File: config.mk
export PLATFORM = sky130hd
export DESIGN_NAME = regfile_wb_sink
export DESIGN_NICKNAME = d
export VERILOG_FILES = /design/src/rtl/rv32_pkg.sv /design/src/rtl/rf_bypass_mux.sv /design/src/rtl/regfile_wb_sink.sv
export SDC_FILE = /design/constraint.sdc
export NUM_CORES = 2
export LEC_CHECK = 0
export BUFFER_PORTS_ARGS = -buffer_cell sky130_fd_sc_hd__buf_4
export CAP_MARGIN = 25
export CORE_UTILIZATION = 55
export CTS_BUF_LIST = sky130_fd_sc_hd__clkbuf_8
export CTS_CLUSTER_SIZE = 40
export DETAILED_ROUTE_END_ITERATION = 10
export GPL_TIMING_DRIVEN = 0
export PLACE_DENSITY_LB_ADDON = 0.05
export SYNTH_ARGS = -nofsm -noshare
export SYNTH_HDL_FRONTEND = slang
export SYNTH_HIERARCHICAL = 1
export SYNTH_SLANG_ARGS = --single-unit
export TNS_END_PERCENT = 100
File: constraint.sdc
create_clock -name clk -period 39.4 [get_ports clk]
set_clock_uncertainty 0.15 [all_clocks]
set_input_delay 1.97 -clock clk [delete_from_list [all_inputs] [get_ports clk]]
set_output_delay 1.97 -clock clk [all_outputs]
set_load 0.1 [all_outputs]
File: src/rtl/rv32_pkg.sv
// Shared RV32I pipeline constants used by the register file and its read-port muxes.
package rv32_pkg;

  localparam int XLEN      = 32;
  localparam int REG_IDX_W = 5;
  localparam int NREGS     = 32;

  localparam logic [REG_IDX_W-1:0] ZERO_REG = 5'd0;

endpackage

File: src/rtl/rf_bypass_mux.sv
// One decode read port: forwards the in-flight writeback data when its index
// matches the committing write, otherwise passes the stored array value.
module rf_bypass_mux
  import rv32_pkg::*;
#(
  parameter int XLEN      = rv32_pkg::XLEN,
  parameter bit BYPASS_EN = 1'b1
) (
  input  logic                 i_commit,
  input  logic [REG_IDX_W-1:0] i_wr_idx,
  input  logic [XLEN-1:0]      i_wr_data,
  input  logic [REG_IDX_W-1:0] i_rd_idx,
  input  logic [XLEN-1:0]      i_arr_data,
  output logic [XLEN-1:0]      o_rd_data
);

  logic w_hit;

  // i_commit is already qualified with rd != x0 and reset, so x0 can never hit.
  assign w_hit     = BYPASS_EN && i_commit && (i_rd_idx == i_wr_idx);
  assign o_rd_data = w_hit ? i_wr_data : i_arr_data;

endmodule

File: src/rtl/regfile_wb_sink.sv
// Architectural integer register file at the writeback/decode boundary:
// one write port, two bypassed decode read ports, one debug read port, retired-write counter.
module regfile_wb_sink
  import rv32_pkg::*;
#(
  parameter int XLEN      = rv32_pkg::XLEN,
  parameter int NREGS     = rv32_pkg::NREGS,
  parameter bit BYPASS_EN = 1'b1,
  parameter int CNT_W     = 32
) (
  input  logic                 clk,
  input  logic                 rst,
  input  logic                 MEM_WB_reg_write,
  input  logic [REG_IDX_W-1:0] MEM_WB_rd,
  input  logic [XLEN-1:0]      RF_WR_Data,
  input  logic [REG_IDX_W-1:0] ID_rs1,
  input  logic [REG_IDX_W-1:0] ID_rs2,
  output logic [XLEN-1:0]      RF_rs1_data,
  output logic [XLEN-1:0]      RF_rs2_data,
  input  logic [REG_IDX_W-1:0] dbg_addr,
  output logic [XLEN-1:0]      dbg_data,
  input  logic                 wb_cnt_clr,
  output logic [CNT_W-1:0]     wb_cnt
);

  // x0 has no storage; the array starts at x1.
  logic [XLEN-1:0]  r_regs [1:NREGS-1];
  logic [CNT_W-1:0] r_wb_cnt;

  logic             w_commit;
  logic [XLEN-1:0]  w_arr_rs1;
  logic [XLEN-1:0]  w_arr_rs2;
  logic [XLEN-1:0]  w_arr_dbg;

  // The enable gates the index compare, so an unknown rd with enable low cannot commit.
  assign w_commit = !rst && MEM_WB_reg_write && (MEM_WB_rd != ZERO_REG);

  // NOTE: the register array is reset explicitly because architectural state must read 0
  // the moment rst rises; this is deliberate and keeps it out of plain RAM inference.
  always_ff @(posedge clk or posedge rst) begin
    if (rst) begin
      for (int i = 1; i < NREGS; i++) begin
        // NOTE: sequential state always uses non-blocking assignment so every
        // flop samples pre-edge values regardless of process ordering.
        r_regs[i] <= '0;
      end
    end else if (w_commit) begin
      r_regs[MEM_WB_rd] <= RF_WR_Data;
    end
  end

  always_ff @(posedge clk or posedge rst) begin
    if (rst) begin
      r_wb_cnt <= '0;
    end else if (wb_cnt_clr) begin
      r_wb_cnt <= '0;
    end else if (w_commit) begin
      r_wb_cnt <= r_wb_cnt + CNT_W'(1);
    end
  end

  // NOTE: every output of this block is given a default first so no path
  // through it can hold a previous value and infer a latch.
  always_comb begin
    w_arr_rs1 = '0;
    w_arr_rs2 = '0;
    w_arr_dbg = '0;
    if (ID_rs1   != ZERO_REG) w_arr_rs1 = r_regs[ID_rs1];
    if (ID_rs2   != ZERO_REG) w_arr_rs2 = r_regs[ID_rs2];
    if (dbg_addr != ZERO_REG) w_arr_dbg = r_regs[dbg_addr];
  end

  rf_bypass_mux #(
    .XLEN      (XLEN),
    .BYPASS_EN (BYPASS_EN)
  ) u_rs1_mux (
    .i_commit   (w_commit),
    .i_wr_idx   (MEM_WB_rd),
    .i_wr_data  (RF_WR_Data),
    .i_rd_idx   (ID_rs1),
    .i_arr_data (w_arr_rs1),
    .o_rd_data  (RF_rs1_data)
  );

  rf_bypass_mux #(
    .XLEN      (XLEN),
    .BYPASS_EN (BYPASS_EN)
  ) u_rs2_mux (
    .i_commit   (w_commit),
    .i_wr_idx   (MEM_WB_rd),
    .i_wr_data  (RF_WR_Data),
    .i_rd_idx   (ID_rs2),
    .i_arr_data (w_arr_rs2),
    .o_rd_data  (RF_rs2_data)
  );

  // Debug port observes committed state only, never the in-flight write.
  assign dbg_data = w_arr_dbg;
  assign wb_cnt   = r_wb_cnt;

endmodule

==> After elaboration in Yosys (flattened, before gate mapping) <==
Cells that the tools add are included.
Widths: inputs -> output; s select.
{ "word_totals": {"regBits": 1024, "inputBits": 56, "out_inout_bits": 128, "elab_cells": 74} }
{ "classes": {"add_sub_neg": 1, "magnitude_cmp": 5, "n_eq_ne": 2, "mux": 19, "bitwise_logic": 4, "reduce_logical": 11} }
{ "ops": {"columns": ["op", "n"], "rows": [
  ["$bwmux 992", 1],
  ["$bmux 32 s5", 3],
  ["$mux 32", 14],
  ["$demux 32 s5", 1],
  ["$add 32x1->32 const B", 1],
  ["$ge 6x6->1 const B", 4],
  ["$not 5->6", 4],
  ["$reduce_bool 5->1", 4],
  ["$eq 5x5->1", 2],
  ["$lt 6x1->1 const B", 1],
  ["$logic_and 1x1->1", 5],
  ["$reduce_bool 2->1", 1],
  ["$logic_not 1->1", 1]
]} }

==> Depth between registers and ports, before layout <==
{ "depth": {"word_depth": 6, "mapped_depth": 10, "ltp_nobuf": 6} }

==> Modules after synthesis <==
Netlist, hierarchy kept.
{ "modules_own_cells": {"columns": ["mod", "instances", "cells_each", "area_per_inst_um2", "seq_area_each_um2"], "rows": [
  ["regfile_wb_sink", 1, 4550, 62682.6, 25624.6],
  ["rf_bypass_mux", 2, 43, 600.6, 0.0]
]} }

==> Least setup slack after synthesis <==
No wires, ideal clock.
{ "synth_timing": {"path_type": "in2out", "startpoint": "in dbg_addr[0]", "endpoint": "out dbg_data[10]", "arrival_ps": 4459, "setup_slack_ps": 32821, "path_stages": 9, "cell_sequence": "buf_2 -> buf_6 -> buf_4 -> buf_2 -> buf_2 -> a22oi_1 -> nor2_1 -> o31ai_1 -> o21ai_1"} }
{ "synth_between": {"elab_chain_cells": 5, "elab_cells_between_ends": 6} }
{ "synth_rtl": {"columns": ["item", "line_no", "rtl"], "rows": [
  ["start: declaration", "regfile_wb_sink.sv:20", "input logic [REG_IDX_W-1:0] dbg_addr,"],
  ["$not 5->6 (not written as such)", "regfile_wb_sink.sv:70", "if (dbg_addr != ZERO_REG) w_arr_dbg = r_regs[dbg_addr];"],
  ["$bmux 32 s5", "regfile_wb_sink.sv:70", null],
  ["$mux 32 (not written as such) (2 in series)", "regfile_wb_sink.sv:70", null],
  ["$mux 32 (*)", "regfile_wb_sink.sv:70", null],
  ["end: declaration", "regfile_wb_sink.sv:21", "output logic [XLEN-1:0] dbg_data,"]
]} }
Mark *: on every way between the ends. The rest lies on a longest branch, timed or not. The select of a mux whose other input is x is not followed.

==> Worst setup path in the final report <==
{ "layout_timing": {"startpoint": "in ID_rs1[1]", "endpoint": "out RF_rs1_data[14]"} }
{ "layout_between": {"elab_chain_cells": 6, "elab_cells_between_ends": 9} }
{ "layout_rtl": {"columns": ["item", "line_no", "rtl"], "rows": [
  ["start: declaration", "regfile_wb_sink.sv:16", "input logic [REG_IDX_W-1:0] ID_rs1,"],
  ["$not 5->6 (not written as such)", "regfile_wb_sink.sv:68", "if (ID_rs1 != ZERO_REG) w_arr_rs1 = r_regs[ID_rs1];"],
  ["$bmux 32 s5", "regfile_wb_sink.sv:68", null],
  ["$mux 32 (not written as such) (2 in series)", "regfile_wb_sink.sv:68", null],
  ["$mux 32 (*)", "regfile_wb_sink.sv:68", null],
  ["via w_arr_rs1[14]", "regfile_wb_sink.sv:31", "logic [XLEN-1:0] w_arr_rs1;"],
  ["$mux 32 (*)", "rf_bypass_mux.sv:21", "assign o_rd_data = w_hit ? i_wr_data : i_arr_data;"],
  ["end: declaration", "regfile_wb_sink.sv:18", "output logic [XLEN-1:0] RF_rs1_data,"]
]} }
The timed path passes the listed nets; every way through them passes the cells marked *. The select of a mux whose other input is x is not followed.

==> results.md <==
Run status:
- The flow ran to the end, but the final reports show violations.
- The checks that failed: DRC.

Layout:
- The finished layout holds 6,694 standard cells, fillers aside.
- Across the whole layout, storage elements account for 25,600 µm².
- The filler cells instantiated in the layout total 9,275.
- Once layout is done, the placed cells without fillers occupy 71,500 µm².
- The area occupied by multi-input gates is 35,800 µm².
- The share of cells above drive strength 1 is 47.4%.
- Compared with the post-synthesis result, the final layout area differs by 11.9%.
- The total number of nets in the final design is 5,094.

Clocking:
- The clock passes through at most 3 buffers.
- In this run the number of H-tree levels came out at 4.
- The post-CTS setup buffer count is 0.
- The number of clock sinks is 1,024.
- At the later pin of the worst-skew pair, clock insertion delay measures 0.97 ns.
- TritonCTS built the clock tree.
- The clock-pin transition on the worst setup and hold timing paths is 0.06 ns.
- The total clock buffers created by CTS is 183.
- The root buffer cell is sky130_fd_sc_hd__clkbuf_8.
- Once the clock tree was built, the resizer swapped 0 gates to a different size.
- The number of buffers inserted by hold repair at cts is 0.

Synth:
- The count of flip-flops with a built-in enable after synthesis is 0.
- Synthesis inferred 1,024 register bits.
- In this run, distinct cell masters in the synthesized netlist total 51.
- The number of warnings issued by yosys is 6.
- Of the total synthesized cell area, the portion taken by XOR and XNOR cells is 0.521%.
- Synthesis handed over a netlist of 4,636 instances.
- Summing the areas of all compound-gate instances in the mapped netlist gives 7.47% of the synthesized area.
- The most instantiated flip-flop cell in the synthesis netlist is sky130_fd_sc_hd__dfrtp_1.
- The main combinational cell family by area after synthesis is multiplexers.
- The cell area that synthesis handed to floorplanning was 63,900 µm².
- Of the synthesized area, sequential elements account for 40.1%.
- The average instance area after synthesis is 13.8 µm².
- Multiplexer cells account for 45.5% of the synthesized area.
- The adder and majority cell fraction of the synthesized area is 0.0196%.
- The share of async-settable or async-resettable flops after synthesis is 100%.
- Synthesis produced a netlist with a net count of 4,693.
- Summing the areas of all and, or, nand and nor instances in the mapped netlist gives 2.50% of the synthesized area.

STA:
- The worst pin sits at a relative slew slack of 17.5%.
- The share of the clock period used by the worst path is 20.0%.
- Derived from the worst setup path, the maximum achievable clock frequency is 127 MHz.
- Counting I/O delays and the setup requirement, the final critical path takes 7.89 ns.
- For the pin with the worst max-slew slack, the measured transition is 1.24 ns.
- The final hold violation count came to 0.
- Setup violations remaining at the end of the flow were counted as 0.
- The max-slew violation count is 0.
- Setup repair after global routing left no endpoint under its margin.
- The final-layout worst hold slack is 0.381 ns.

Floorplan:
- In this run the vertical extent of the chip is 343 µm.
- The die is 343 µm wide.
- The floorplan has 124 rows.
- The core region is 115,000 µm².
- The initial cell density of the core is 55.6%.
- The die footprint is 118,000 µm².
- 184 I/O pins were placed.

Global routing:
- The global routing usage on met3 is 18.8%.
- The layer flagged by global routing as most heavily used is met2.
- Entering global routing, the biggest net connects 129 pins.
- The initial antenna violation count is 18.
- The global-route track usage on met1 is 58.1%.
- The overall track demand over capacity in global routing is 44.0%.
- The wire length of the first global-routing pass is 359,000 µm.
- Global routing finished with a remaining overflow of 0.
- The fraction of met2 tracks used by global routing is 61.9%.
- The via count of the first global-routing pass was 47,939.

Setup path:
- STA classifies the critical path startpoint as a primary input.
- The slowest cell on the critical path is sky130_fd_sc_hd__buf_1.
- The required time of the critical path is 37.28 ns.
- The critical path contains buffers and inverters numbering 5 combined.
- The worst setup path category is primary input to output port.
- The critical path's largest stage delay is 0.85 ns.
- The data arrival at the endpoint of the critical path is 5.77 ns.
- The worst-path maximum fanout is 10.
- The worst setup path is captured at an output port.
- The kind of cell adding the most delay to the critical path is buffers and inverters.
- The signal on the critical path passes through buf_4 -> buf_2 -> buf_2 -> nand2_1 -> buf_1 -> o22ai_1 -> o31ai_1 -> o21ai_1 -> mux2_4 -> buf_4.

Power and ir drop:
- Combinational logic burns 26.1% of the power.
- In this run the power density over the cells is 44.7 nW/µm².
- The share of power burned in the clock network is 32.6%.
- The largest voltage drop on the vdd net is 0.0421 mV.
- The switching share of power is 34.2%.
- The internal cell power is 2.10 mW.
- The analysis attributes to net switching a power of 1.09 mW.
- The power after layout is 3.20 mW.
- Per report_power, the sequential group accounts for 41.3% of the total.
- The leakage power total is 31.9 nW.

Placement:
- After detailed placement, the design holds a cell count of 6,346.
- The count of input and output buffers is 180.
- The placed wire-length estimate is 183,000 µm.
- The standard cell area after detailed placement is 67,500 µm².
- At the end of routability-driven placement, the weighted congestion stood at 1.03.

Flow run:
- Max-cap violations in this run came to 0.

Route:
- After detailed routing, the total wire length is 257,000 µm.
- The count of TritonRoute iterations in the first routing pass is 11.
- The wire length per cell is 38.4 µm.
- The number of nets with antenna violations after routing is 0.
- For this block, the initial DRC count from the detailed router was 6,575.
- Dividing the detail-routed via count by the number of cells gives 7.35.
- The total via count in the routed design is 49,206.
- The number of remaining DRC errors is 8.

Worst hold path:
- The classification of the worst-slack hold path is register to register.
[path summary, 6_finish.rpt]
| check | startpoint | to | slack [ns] | depth (start not counted) |
|---|---|---|---|---|
| max | ID_rs1[1] | RF_rs1_data[14] | 31.51 | 10 |
| min | r_regs[635]$_DFFE_PP0P_ | r_regs[635]$_DFFE_PP0P_ | 0.38 | 1 |
| max reg2reg | wb_cnt[2]$_DFFE_PP0P_ | wb_cnt[23]$_DFFE_PP0P_ | 37.29 | 5 |
| min reg2reg | r_regs[635]$_DFFE_PP0P_ | r_regs[635]$_DFFE_PP0P_ | 0.38 | 1 |
| max in group asynchronous | rst | r_regs[816]$_DFFE_PP0P_ | 36.40 | 5 |
| min in group asynchronous | rst | r_regs[230]$_DFFE_PP0P_ | 0.74 | 2 |
[final cells by class]
class	count	share of cell area, %
clock buffer	218	4.20
antenna	11	0.0385
inverter	2	0.0210
buffer	518	3.46
multi-input combinational	3092	50.1
clock inverter	101	0.919
sequential	1024	35.8
tap	1512	2.65
timing repair buffer	216	2.81
[layout by cell type, fill, tap and decap left out, types with 138 or more instances in the layout]
master / instances
sky130_fd_sc_hd__mux4_2: 576
sky130_fd_sc_hd__buf_4: 221
sky130_fd_sc_hd__buf_2: 185
sky130_fd_sc_hd__mux2_2: 1076
sky130_fd_sc_hd__mux2i_1: 289
sky130_fd_sc_hd__dfrtp_1: 1024
sky130_fd_sc_hd__a22o_1: 192
sky130_fd_sc_hd__o21ai_1: 138
sky130_fd_sc_hd__clkbuf_1: 237
sky130_fd_sc_hd__clkbuf_8: 218
[through the flow]
step | util, % | TNS (ns) | setup WS (ns)
after floorplan | - | 0 | 8.46
after global placement | 58.5 | -3466.95 | -3.49
after detailed placement | 58.8 | 0 | 31.75
after CTS | 62.0 | 0 | 31.75
after global routing | 62.2 | 0 | 31.58
final | 62.3 | 0 | 31.51
[power groups by stage]
| stage | clock, mW | sequential [mW] | combinational (mW) |
|---|---|---|---|
| after detailed placement | 0 | 1.33 | 0.809 |
| after global placement | 0 | 1.32 | 0.795 |
| final | 1.04 | 1.32 | 0.835 |
| after CTS | 1.04 | 1.31 | 0.811 |
| after global routing | 1.09 | 1.34 | 0.860 |
| after floorplan | 0 | 1.29 | 0.602 |
[routing by layer]
metal	up-vias	wire length, µm
met2	3741	109000
li1	18998	-
met3	917	35900
met5	-	515
met1	25530	96600
met4	20	14500
[cells in the mapped netlist, types with 4 or more instances]
cell type	n	share of area (%)
sky130_fd_sc_hd__mux2_2	1076	19
sky130_fd_sc_hd__dfrtp_1	1024	40
sky130_fd_sc_hd__mux4_2	576	20
sky130_fd_sc_hd__mux2i_1	289	4.5
sky130_fd_sc_hd__clkbuf_1	237	1.4
sky130_fd_sc_hd__a22o_1	192	2.6
sky130_fd_sc_hd__buf_2	185	1.4
sky130_fd_sc_hd__o21ai_1	138	1.1
sky130_fd_sc_hd__nor2_1	136	0.80
sky130_fd_sc_hd__nand2_1	125	0.73
sky130_fd_sc_hd__o31ai_1	98	1.2
sky130_fd_sc_hd__o22ai_1	96	0.94
sky130_fd_sc_hd__a22oi_1	95	1.1
sky130_fd_sc_hd__mux2_4	60	1.4
sky130_fd_sc_hd__o21ai_0	54	0.42
sky130_fd_sc_hd__buf_1	43	0.25
sky130_fd_sc_hd__buf_4	41	0.48
sky130_fd_sc_hd__xor2_1	26	0.36
sky130_fd_sc_hd__mux2_1	16	0.28
sky130_fd_sc_hd__nand4_1	12	0.12
sky130_fd_sc_hd__xnor2_1	12	0.16
sky130_fd_sc_hd__and3_1	10	0.098
sky130_fd_sc_hd__nor2b_1	10	0.098
sky130_fd_sc_hd__nand3_1	9	0.071
sky130_fd_sc_hd__nor2_2	8	0.078
sky130_fd_sc_hd__and2_1	7	0.069
sky130_fd_sc_hd__buf_12	6	0.19
sky130_fd_sc_hd__buf_6	6	0.11
sky130_fd_sc_hd__nor4_1	6	0.059
sky130_fd_sc_hd__and4_1	4	0.055
sky130_fd_sc_hd__nand2b_1	4	0.039
sky130_fd_sc_hd__nand3b_1	4	0.047
[logic make-up (layout without fill, tap and decap cells)]
family,Yosys count,in the layout
adders and majority gates,1,1
xor gates and xnor gates,38,38
other,0,11
buffers and inverters,520,1055
and+or+nand+nor,354,354
AOI/OAI and AO/OA,682,682
DFF,1024,1024
muxes,2017,2017
[sequential cells by signal (all words and copies together), names as in the netlist]
name and cells:
r_regs 992, wb_cnt 32
No activity file was read; power rests on OpenSTA's default activity.
